==> src/rtl/psw_ctrl_if.sv <==
`timescale 1ns/1ps
// psw_ctrl_if: bundles the PSW controller's execute-stage, exception-unit and
// stack-pusher signals into one port.
// Modports: slave = psw_ctrl itself; master = the surrounding pipeline/testbench.
// Signals:
//   alu_we/alu_psw/alu_msk      masked flag update from the ALU flag logic
//   exc_req/exc_pri/exc_ack     exception entry handshake (req held until ack)
//   ret_req/ret_psw/ret_ack     return/restore handshake (req held until ack)
//   save_valid/save_psw/save_ready  PSW push towards the stack pusher
//   psw/busy/sleep/fault        status outputs
interface psw_ctrl_if;
    logic        alu_we;
    logic [15:0] alu_psw;
    logic [15:0] alu_msk;

    logic        exc_req;
    logic [2:0]  exc_pri;
    logic        exc_ack;

    logic        ret_req;
    logic [15:0] ret_psw;
    logic        ret_ack;

    logic        save_valid;
    logic [15:0] save_psw;
    logic        save_ready;

    logic [15:0] psw;
    logic        busy;
    logic        sleep;
    logic        fault;

    modport slave (
        input  alu_we, alu_psw, alu_msk,
        input  exc_req, exc_pri,
        output exc_ack,
        input  ret_req, ret_psw,
        output ret_ack,
        output save_valid, save_psw,
        input  save_ready,
        output psw, busy, sleep, fault
    );

    modport master (
        output alu_we, alu_psw, alu_msk,
        output exc_req, exc_pri,
        input  exc_ack,
        output ret_req, ret_psw,
        input  ret_ack,
        input  save_valid, save_psw,
        output save_ready,
        input  psw, busy, sleep, fault
    );
endinterface

==> src/rtl/psw_ctrl.sv <==
`timescale 1ns/1ps
// psw_ctrl: owner of the Program Status Word; merges ALU flags, sequences exception entry and return.
// Latency: flag merge visible 1 cycle after alu_we; exception ack 2 cycles after request (+1 per save stall); return ack after 1.
// Backpressure: save_valid/save_psw held stable until save_ready; optional PSW_FAULT_EN gives up after SAVE_TIMEOUT stalls.
//
// Ports:
//   clk, rst   rising-edge clock, asynchronous active-high reset
//   bus        psw_ctrl_if.slave (ALU update, exception and return handshakes,
//              stack push handshake, psw/busy/sleep/fault status)
// Parameter SAVE_TIMEOUT: stalled SAVE cycles tolerated before a fault (PSW_FAULT_EN only).
// Build option: define PSW_FAULT_EN to build the save-timeout counter and fault pulse;
//               without it SAVE waits indefinitely and fault is tied low.
//
// PSW layout: [4:0] flags C,Z,N,SLP,V; [7:5] CUR priority; [12:8] reserved (0);
//             [15:13] PRV priority.
module psw_ctrl #(
    parameter int SAVE_TIMEOUT = 15
) (
    input  logic        clk,
    input  logic        rst,
    psw_ctrl_if.slave   bus
);

    typedef enum logic [1:0] {
        IDLE    = 2'd0,
        SAVE    = 2'd1,
        ENTER   = 2'd2,
        RESTORE = 2'd3
    } state_t;

    // Only the five flag bits are writable by the ALU.
    localparam logic [15:0] FLAG_MASK = 16'h001F;
    // Clears the reserved field of a restored PSW.
    localparam logic [15:0] RSVD_CLR  = 16'hE0FF;

    state_t      state_q, state_d;
    logic [15:0] psw_q, psw_d;

    logic [15:0] alu_m;
    logic [15:0] psw_merged;
    logic        exc_elig;

    assign alu_m      = bus.alu_msk & FLAG_MASK;
    assign psw_merged = (psw_q & ~alu_m) | (bus.alu_psw & alu_m);
    // CUR cannot be touched by the ALU merge, so eligibility can use psw_q
    // even in a cycle where a merge is also happening.
    assign exc_elig   = bus.exc_req && (bus.exc_pri > psw_q[7:5]);

`ifdef PSW_FAULT_EN
    localparam int CNT_W = (SAVE_TIMEOUT < 16) ? 4 : $clog2(SAVE_TIMEOUT + 1);
    localparam logic [CNT_W-1:0] CNT_LIMIT = CNT_W'(SAVE_TIMEOUT);

    logic [CNT_W-1:0] cnt_q, cnt_d;
    logic             fault_q, fault_d;
`else
    logic unused_save_timeout;
    assign unused_save_timeout = (SAVE_TIMEOUT != 0);
`endif

    // ------------------------------------------------------------------
    // Next-state / next-PSW logic
    // ------------------------------------------------------------------
    always_comb begin
        state_d = state_q;
        psw_d   = psw_q;
`ifdef PSW_FAULT_EN
        cnt_d   = cnt_q;
        fault_d = 1'b0;
`endif
        case (state_q)
            IDLE: begin
                // Merge first: if an exception is accepted this same cycle,
                // the pushed PSW already carries the retiring flags.
                if (bus.alu_we) begin
                    psw_d = psw_merged;
                end
                if (exc_elig) begin
                    state_d = SAVE;
`ifdef PSW_FAULT_EN
                    cnt_d   = '0;
`endif
                end else if (bus.ret_req) begin
                    state_d = RESTORE;
                end
            end

            SAVE: begin
                if (bus.save_ready) begin
                    state_d = ENTER;
                end
`ifdef PSW_FAULT_EN
                else begin
                    cnt_d = cnt_q + CNT_W'(1);
                    // Abandon the push; the request is still pending and is
                    // re-evaluated from IDLE.
                    if (cnt_d == CNT_LIMIT) begin
                        state_d = IDLE;
                        fault_d = 1'b1;
                    end
                end
`endif
            end

            ENTER: begin
                // PRV <= CUR, CUR <= new priority, flags (incl. SLP) cleared.
                psw_d   = {psw_q[7:5], 5'b0_0000, bus.exc_pri, 5'b0_0000};
                state_d = IDLE;
            end

            RESTORE: begin
                psw_d   = bus.ret_psw & RSVD_CLR;
                state_d = IDLE;
            end

            default: begin
                state_d = IDLE;
            end
        endcase
    end

    // ------------------------------------------------------------------
    // State registers
    // ------------------------------------------------------------------
    always_ff @(posedge clk or posedge rst) begin
        if (rst) begin
            state_q <= IDLE;
            psw_q   <= 16'h0000;
        end else begin
            state_q <= state_d;
            psw_q   <= psw_d;
        end
    end

`ifdef PSW_FAULT_EN
    always_ff @(posedge clk or posedge rst) begin
        if (rst) begin
            cnt_q   <= '0;
            fault_q <= 1'b0;
        end else begin
            cnt_q   <= cnt_d;
            fault_q <= fault_d;
        end
    end
`endif

    // ------------------------------------------------------------------
    // Outputs: decoded from registered state only
    // ------------------------------------------------------------------
    assign bus.psw        = psw_q;
    assign bus.sleep      = psw_q[3];
    assign bus.busy       = (state_q != IDLE);
    assign bus.save_valid = (state_q == SAVE);
    // Zero outside SAVE so the stack side never sees a stale PSW.
    assign bus.save_psw   = (state_q == SAVE) ? psw_q : 16'h0000;
    assign bus.exc_ack    = (state_q == ENTER);
    assign bus.ret_ack    = (state_q == RESTORE);
`ifdef PSW_FAULT_EN
    assign bus.fault      = fault_q;
`else
    assign bus.fault      = 1'b0;
`endif

    // ------------------------------------------------------------------
    // Protocol properties
    // ------------------------------------------------------------------
    a_single_ack: assert property (@(posedge clk) disable iff (rst)
        !(bus.exc_ack && bus.ret_ack));

    a_save_stable: assert property (@(posedge clk) disable iff (rst)
        (state_q == SAVE) |=> $stable(psw_q));

endmodule

==> src/flat_wrapper.sv <==
// flat-port wrapper written by rule: the top's interface ports become plain ports
module psw_ctrl_flat 
#(
    parameter int SAVE_TIMEOUT = 15
)
  (clk, rst, bus_alu_we, bus_alu_psw, bus_alu_msk, bus_exc_req, bus_exc_pri, bus_exc_ack, bus_ret_req, bus_ret_psw, bus_ret_ack, bus_save_valid, bus_save_psw, bus_save_ready, bus_psw, bus_busy, bus_sleep, bus_fault);
  psw_ctrl_if bus_i ();
  input  logic clk;
  input  logic rst;
  input wire logic [$bits(bus_i.alu_we)-1:0] bus_alu_we;
  input wire logic [$bits(bus_i.alu_psw)-1:0] bus_alu_psw;
  input wire logic [$bits(bus_i.alu_msk)-1:0] bus_alu_msk;
  input wire logic [$bits(bus_i.exc_req)-1:0] bus_exc_req;
  input wire logic [$bits(bus_i.exc_pri)-1:0] bus_exc_pri;
  output wire logic [$bits(bus_i.exc_ack)-1:0] bus_exc_ack;
  input wire logic [$bits(bus_i.ret_req)-1:0] bus_ret_req;
  input wire logic [$bits(bus_i.ret_psw)-1:0] bus_ret_psw;
  output wire logic [$bits(bus_i.ret_ack)-1:0] bus_ret_ack;
  output wire logic [$bits(bus_i.save_valid)-1:0] bus_save_valid;
  output wire logic [$bits(bus_i.save_psw)-1:0] bus_save_psw;
  input wire logic [$bits(bus_i.save_ready)-1:0] bus_save_ready;
  output wire logic [$bits(bus_i.psw)-1:0] bus_psw;
  output wire logic [$bits(bus_i.busy)-1:0] bus_busy;
  output wire logic [$bits(bus_i.sleep)-1:0] bus_sleep;
  output wire logic [$bits(bus_i.fault)-1:0] bus_fault;
  assign bus_i.alu_we = bus_alu_we;
  assign bus_i.alu_psw = bus_alu_psw;
  assign bus_i.alu_msk = bus_alu_msk;
  assign bus_i.exc_req = bus_exc_req;
  assign bus_i.exc_pri = bus_exc_pri;
  assign bus_exc_ack = bus_i.exc_ack;
  assign bus_i.ret_req = bus_ret_req;
  assign bus_i.ret_psw = bus_ret_psw;
  assign bus_ret_ack = bus_i.ret_ack;
  assign bus_save_valid = bus_i.save_valid;
  assign bus_save_psw = bus_i.save_psw;
  assign bus_i.save_ready = bus_save_ready;
  assign bus_psw = bus_i.psw;
  assign bus_busy = bus_i.busy;
  assign bus_sleep = bus_i.sleep;
  assign bus_fault = bus_i.fault;
  psw_ctrl #(.SAVE_TIMEOUT(SAVE_TIMEOUT)) u_core (.clk(clk), .rst(rst), .bus(bus_i));
endmodule
==> config.mk <==
export PLATFORM = sky130hd
export DESIGN_NAME = psw_ctrl_flat
export DESIGN_NICKNAME = d
export VERILOG_FILES = /design/src/rtl/psw_ctrl_if.sv /design/src/rtl/psw_ctrl.sv /design/src/flat_wrapper.sv
export SDC_FILE = /design/constraint.sdc
export NUM_CORES = 1
export LEC_CHECK = 0
export BUFFER_PORTS_ARGS = -buffer_cell sky130_fd_sc_hd__buf_2
export CAP_MARGIN = 20
export CORE_MARGIN = 4
export CORE_UTILIZATION = 37
export CTS_CLUSTER_DIAMETER = 200
export CTS_CLUSTER_SIZE = 40
export DETAILED_ROUTE_END_ITERATION = 10
export PLACE_DENSITY = 0.85
export SETUP_SLACK_MARGIN = 0.02
export SKIP_LAST_GASP = 1
export SYNTH_ARGS = -nofsm -noshare
export SYNTH_HDL_FRONTEND = slang
export SYNTH_SLANG_ARGS = --single-unit
==> constraint.sdc <==
create_clock -name clk -period 2.6 [get_ports clk]
set_input_delay 0.52 -clock clk [delete_from_list [all_inputs] [get_ports clk]]
set_output_delay 0.52 -clock clk [all_outputs]
set_load 0.05 [all_outputs]
==> results of run 1 <==
[kinds of logic after synthesis]
| family | count (synthesis) | synth area share |
|---|---|---|
| AND/OR/NAND/NOR | 35 | 0.2023 |
| buffers and inverters | 22 | 0.1559 |
| AO/OA/AOI/OAI | 17 | 0.1068 |
| flip-flops | 13 | 0.3652 |
| multiplexers | 11 | 0.1236 |
| adder cells (fa/ha/maj) | 3 | 0.04214 |
| other | 1 | 0.004209 |
[layer usage]
| metal | share of wire | GRT usage |
|---|---|---|
| met5 | 0 | 0 |
| met4 | 0.0045 | 0.03974 |
| met3 | 0.11 | 0.03394 |
| met1 | 0.38 | 0.1540 |
| met2 | 0.51 | 0.2659 |
[stage by stage]
step	utilization	instance area [um^2]
3_3_place_gp	0.5067	1142
6_report	0.5183	1169
2_1_floorplan	-	928.4
4_1_cts	0.5183	1169
5_1_grt	0.5183	1169
3_5_place_dp	0.5067	1142
[critical path: cells and delay by family (launching register included)]
| kind | cells | cell delay (ns) |
|---|---|---|
| buf+inv | 2 | 0.54 |
| simple gates | 1 | 0.16 |
| flops | 1 | 0.50 |
[area by class of cell]
class / instances / area [um^2] / share of cell area
Tap cell: 28 / 35.03 / 0.02998
Timing Repair Buffer: 58 / 295.3 / 0.2527
Multi-Input combinational cell: 77 / 464.2 / 0.3972
Clock buffer: 4 / 26.28 / 0.02248
Sequential cell: 13 / 325.3 / 0.2784
Inverter: 6 / 22.52 / 0.01927
[power by group through the flow]
stage | clock (uW) | sequential (uW) | combinational, uW
after floorplan | 0 | 632 | 793
after global placement | 0 | 379 | 1270
after detailed placement | 0 | 387 | 1300
after CTS | 128 | 383 | 1300
after global routing | 133 | 401 | 1380
final | 122 | 381 | 1290
[worst max-delay path by stage]
stage / startpoint / endpoint / slack [ns]
finish: u_core.state_q[1]$_DFFE_PP0P_ / bus_exc_ack / 0.61
global route: u_core.state_q[1]$_DFFE_PP0P_ / bus_exc_ack / 0.50
CTS: u_core.state_q[1]$_DFFE_PP0P_ / bus_exc_ack / 0.59
detailed placement: u_core.state_q[0]$_DFFE_PP0P_ / bus_save_psw[4] / 0.90
global placement: u_core.state_q[1]$_DFFE_PP0P_ / bus_busy / 0.90
floorplan: u_core.bus.psw[6]$_DFFE_PP0P_ / bus_save_psw[6] / 0.22
[state kept, by name, summed over array words and instances, names as in the netlist]
register / flops
u_core.bus.psw: 11
u_core.state_q: 2
[layout by cell type (no fill, tap or decap), types with 5 or more instances in the layout]
master and instances:
sky130_fd_sc_hd__buf_2 56, sky130_fd_sc_hd__mux2i_1 11, sky130_fd_sc_hd__nand2_1 11, sky130_fd_sc_hd__dfrtp_1 13
sky130_fd_sc_hd__nor2_1 6, sky130_fd_sc_hd__conb_1 11, sky130_fd_sc_hd__and2_1 9, sky130_fd_sc_hd__a21oi_1 8
sky130_fd_sc_hd__inv_1 5, sky130_fd_sc_hd__o21ai_0 6
==> results.cfg, run 1 <==
[floorplanning]
initial_utilization = 0.3951
row_count = 17
die_height_um = 57.07
horiz_die_dim_um = 57.07
ioPinCount = 95
dieArea_mm2 = 0.003257
coreArea_mm2 = 0.002255

[worst_setup_path]
timing.critical_path.from_type = flip-flop
critPathMaxFanout = 18
r2r-start = u_core.bus.psw[6]$_DFFE_PP0P_
crit_chain = buf_4, nor2b_1, buf_2
cp_data_required_time_ns = 2.08
worstPathArrival_ns = 1.47
worstSetupEndpointType = primary output
path_class = flip-flop to primary output
max_stage_delay_cell_worst_path = sky130_fd_sc_hd__dfrtp_1
r2r_end = u_core.state_q[1]$_DFFE_PP0P_
reg2regPathDepth = 5
worst_path_largest_cell_delay_ns = 0.50
reg2reg_setup_slack_ns = 1.07

[power_and_ir_drop]
leakagePower_uw = 0.0006799
sum_of_internal_switching_and_leakage_power_uw = 1789
vdd.ir_drop.worst_mv = 0.7424
combPwrFrac = 0.719
netSwitchingFraction = 0.6223
internal-power_uw = 675.8
clock_power_share = 0.068
power.net_switching_uw = 1113
sequential_power_share = 0.213
power_density_mw_per_mm2 = 1531

[detailed_routing]
route.detailed.vias_per_inst = 4.613
drtIter0Drc = 7
vias = 858
route.detailed.drc = 0
detail_route.wl_per_cell_um = 11.91
drt_first_pass_iters = 4
route.final.wire_length_um = 2216
route.antenna.remaining_nets = 0

[synthesis]
yosysTopAreaCell = sky130_fd_sc_hd__dfrtp_1
synthesis.yosys.warnings = 0
mappedNetlistArea_um2 = 890.9
yosys-top-cells-area = sky130_fd_sc_hd__dfrtp_1, sky130_fd_sc_hd__mux2i_1, sky130_fd_sc_hd__buf_4, sky130_fd_sc_hd__and2_1, sky130_fd_sc_hd__nand2_1
synth_common_cells = sky130_fd_sc_hd__dfrtp_1, sky130_fd_sc_hd__buf_4, sky130_fd_sc_hd__mux2i_1, sky130_fd_sc_hd__nand2_1, sky130_fd_sc_hd__and2_1
synth-async-reset-ratio = 1.000
synth_edf_count = 0
portion_of_the_post_synthesis_area_used_by_sequential_elements = 0.3652
yosysTopAreaCellShare = 0.3652
post_synthesis_instance_total = 102
synth.most_common_cell = sky130_fd_sc_hd__dfrtp_1
syn-mean-instance-area_um2 = 8.734
synth.distinct_cells = 24
number_of_storage_elements_in_the_synthesis_netlist = 13
synth_ff_type = sky130_fd_sc_hd__dfrtp_1

[clock_network]
htree_num_levels = 1
worst_skew_pair.late_latency_ns = 0.27
cts.reportedPaths.clkPinSlew_ns = 0.08
post_cts_resized = 0
cts_hold_repair.buffers = 0
tritoncts = built
cts-buffers-inserted = 3
clk_sinks = 13
post-cts-setup-buffer-count = 0
cts-root-buf = sky130_fd_sc_hd__clkbuf_4
clock_tree.buffer_depth = 2

[place]
gp_congestion = 0.7634
portBuffers = 56
dp_worst_setup_slack_ns = 0.8976
dp.cells = 182
place.detailed.hpwl_um = 1879

[grt]
antenna_violations_before_repair = 0
global_route_usage_over_all_layers = 0.1406
globalRoute.totalOverflow = 0
grt_start_max_net_pins = 19
first_global_vias = 881
wire_length_of_the_first_global_routing_pass_um = 3732

[sta]
timing.setup.tns_ns = 0
maxSlewViolCount = 0
max-slew-margin-rel = 0.6651
setup_viol = 0
finalCritPeriodShare = 0.7652
worst_pin_slew_ns = 0.5018
hold_slack_ns = 0.2609
post-route-worst-setup-slack_ns = 0.6104
rsz0062_at_grt = no
achievable-frequency_mhz = 502.6
finalCriticalPeriod_ns = 1.990
hold_viol = 0
final.setup_skew_ns = 0.005806

[status]
outcome = complete, no violations

[layout]
layout.filler_cells = 228
area_growth_syn_to_layout_pct = 31.18
fin_nets = 219
stdcell_count = 186
num_antenna_cells = 0
ratio_of_cells_with_drive_above_1_in_the_final_layout = 0.4114

[flow_run]
maxCapViolCount = 0

[min_path]
hold_class = primary input to asynchronous set/reset pin
Power figures use the tool's default switching activity.
==> run 2, diff against run 1 <==
--- a/config.mk
+++ b/config.mk
@@ -8,11 +8,11 @@
 export BUFFER_PORTS_ARGS = -buffer_cell sky130_fd_sc_hd__buf_2
 export CAP_MARGIN = 20
 export CORE_MARGIN = 4
-export CORE_UTILIZATION = 37
+export CORE_UTILIZATION = 34
 export CTS_CLUSTER_DIAMETER = 200
 export CTS_CLUSTER_SIZE = 40
 export DETAILED_ROUTE_END_ITERATION = 10
-export PLACE_DENSITY = 0.85
+export PLACE_DENSITY = 0.79
 export SETUP_SLACK_MARGIN = 0.02
 export SKIP_LAST_GASP = 1
 export SYNTH_ARGS = -nofsm -noshare
==> constraint.sdc (replaced) <==
create_clock -name clk -period 1.92 [get_ports clk]
set_input_delay 0.384 -clock clk [delete_from_list [all_inputs] [get_ports clk]]
set_output_delay 0.384 -clock clk [all_outputs]
set_load 0.05 [all_outputs]
==> run 2 against run 1 <==
Register-to-register slack worse by 0.70 ns; first-iteration DRC count increased to 3.4 times the previous value; worst setup slack worse by 0.50 ns; total power grew 37%; routed wire length shrank 3.1%; critical path type unchanged; clock skew decreased by 0.0017 ns; utilization decreased by 3.5 points; highest routed layer unchanged; largest cell class unchanged; via count is 0.93% lower; design area is 2.5% higher; sequential share of layout area fell by 0.56 points; cell count grew 2.2%; count of clock-buffer cells in the layout did not move.
==> results.cfg, run 2 (synthesis results as in run 1) <==
[detailed_routing]
route.detailed.vias_per_inst = 4.474
drtIter0Drc = 24
detail_route.wl_per_cell_um = 11.31
route.final.wire_length_um = 2148
drt_first_pass_iters = 4
vias = 850
route.detailed.drc = 0
route.antenna.remaining_nets = 0

[sta]
rsz0062_at_grt = no
timing.setup.tns_ns = 0
hold_slack_ns = 0.1270
achievable-frequency_mhz = 553.1
worst_pin_slew_ns = 0.5186
final.setup_skew_ns = 0.004136
max-slew-margin-rel = 0.6539
maxSlewViolCount = 0
finalCriticalPeriod_ns = 1.808
hold_viol = 0
finalCritPeriodShare = 0.9417
setup_viol = 0

[layout]
ratio_of_cells_with_drive_above_1_in_the_final_layout = 0.4375
fin_nets = 221
layout_commonest_cell = sky130_fd_sc_hd__buf_2
largest_register_ffs = 11
area_growth_syn_to_layout_pct = 34.41
stdcell_count = 190
num_antenna_cells = 0
commonest_cells_after_routing_fill_and_taps_aside = sky130_fd_sc_hd__buf_2, sky130_fd_sc_hd__dfrtp_1, sky130_fd_sc_hd__nand2_1, sky130_fd_sc_hd__mux2i_1, sky130_fd_sc_hd__conb_1

[worst_setup_path]
worstPathArrival_ns = 1.42
r2r-start = u_core.bus.psw[6]$_DFFE_PP0P_
max_stage_delay_cell_worst_path = sky130_fd_sc_hd__dfrtp_2
timing.critical_path.max_delay_family = flip-flops
worst_path_largest_cell_delay_ns = 0.47
timing.critical_path.from_type = flip-flop
r2r_end = u_core.state_q[1]$_DFFE_PP0P_
cp_data_required_time_ns = 1.54
worstSetupEndpointType = primary output
critPathMaxFanout = 12
path_class = flip-flop to primary output
crit_chain = buf_4, or2_2, buf_2
reg2regPathDepth = 5
critical_path_buf_inv_count = 2
reg2reg_setup_slack_ns = 0.37

[clock_network]
cts.reportedPaths.clkPinSlew_ns = 0.08
clk_sinks = 13
post_cts_resized = 0
cts-buffers-inserted = 3
worst_skew_pair.late_latency_ns = 0.27
cts_hold_repair.buffers = 0
post-cts-setup-buffer-count = 0
tritoncts = built
htree_num_levels = 1
clock_tree.buffer_depth = 2
cts-root-buf = sky130_fd_sc_hd__clkbuf_4

[place]
gp_congestion = 0.6949
dp.cells = 186
portBuffers = 56
place.detailed.hpwl_um = 1768

[min_path]
hold_class = primary input to asynchronous set/reset pin

[grt]
first_global_vias = 787
grt_start_max_net_pins = 14
wire_length_of_the_first_global_routing_pass_um = 3325
global_route_usage_over_all_layers = 0.1250
globalRoute.totalOverflow = 0
antenna_violations_before_repair = 0

[floorplanning]
horiz_die_dim_um = 59.19
coreArea_mm2 = 0.002477
ioPinCount = 95
die_height_um = 59.19
row_count = 18
dieArea_mm2 = 0.003503
initial_utilization = 0.3596

[flow_run]
maxCapViolCount = 0

[power_and_ir_drop]
power_density_mw_per_mm2 = 2048
vdd.ir_drop.worst_mv = 1.140
leakagePower_uw = 0.0006908

[status]
outcome = complete, no violations
## run 2: where the power goes
part | switching (uW) | internal, uW | total (uW)
clock network | 90.1 | 80.4 | 171
logic | 1310 | 462 | 1770
registers | 110 | 398 | 508
total | 1510 | 941 | 2450
## run 2: worst register-to-register path, cell delays in order (launching register included)
cell and delay (ns):
sky130_fd_sc_hd__dfrtp_1 0.39, sky130_fd_sc_hd__inv_1 0.08, sky130_fd_sc_hd__ha_1 0.30, sky130_fd_sc_hd__and3_1 0.19, sky130_fd_sc_hd__o311ai_0 0.34, sky130_fd_sc_hd__a21oi_1 0.13
## run 2: worst max path at each step
stage                                   from              end  slack, ns  cells past startpoint
2_1_floorplan  u_core.bus.psw[6]$_DFFE_PP0P_  bus_save_psw[6]       0.09                      2
3_3_place_gp   u_core.state_q[1]$_DFFE_PP0P_         bus_busy       0.37                      3
3_5_place_dp   u_core.state_q[1]$_DFFE_PP0P_         bus_busy       0.37                      3
4_1_cts        u_core.state_q[1]$_DFFE_PP0P_         bus_busy       0.05                      3
5_1_grt        u_core.state_q[0]$_DFFE_PP0P_  bus_save_psw[4]       0.05                      4
6_report       u_core.state_q[1]$_DFFE_PP0P_         bus_busy       0.11                      3
## run 2: cell type report
cell class              instances  area (um^2)
fillers                       268         1280
multi-input cells              77        474.2
inverters                       6        22.52
clock buffers                   4        26.28
repair buffers                 60        310.3
well taps                      30        37.54
flip-flops and latches         13        326.6
## run 2: layer usage
metal  vias up  routed length [um]  share of wire  track usage
met5         -                   0              0            0
li1        437                   -              -            -
met3         2                 302           0.14      0.03704
met1       366                 820           0.38       0.1452
met4         0                  12         0.0056      0.04854
met2        45                1013           0.47       0.2137
## run 2: through the flow
stage	setup WS, ns	power, uW	instance area [um^2]	util
global route	0.04568	2618	1197	0.4833
global placement	0.3709	2285	1170	0.4722
floorplan	0.09125	1945	938.4	-
CTS	0.05357	2480	1196	0.4828
finish	0.1119	2452	1197	0.4833
detailed placement	0.3680	2300	1170	0.4722
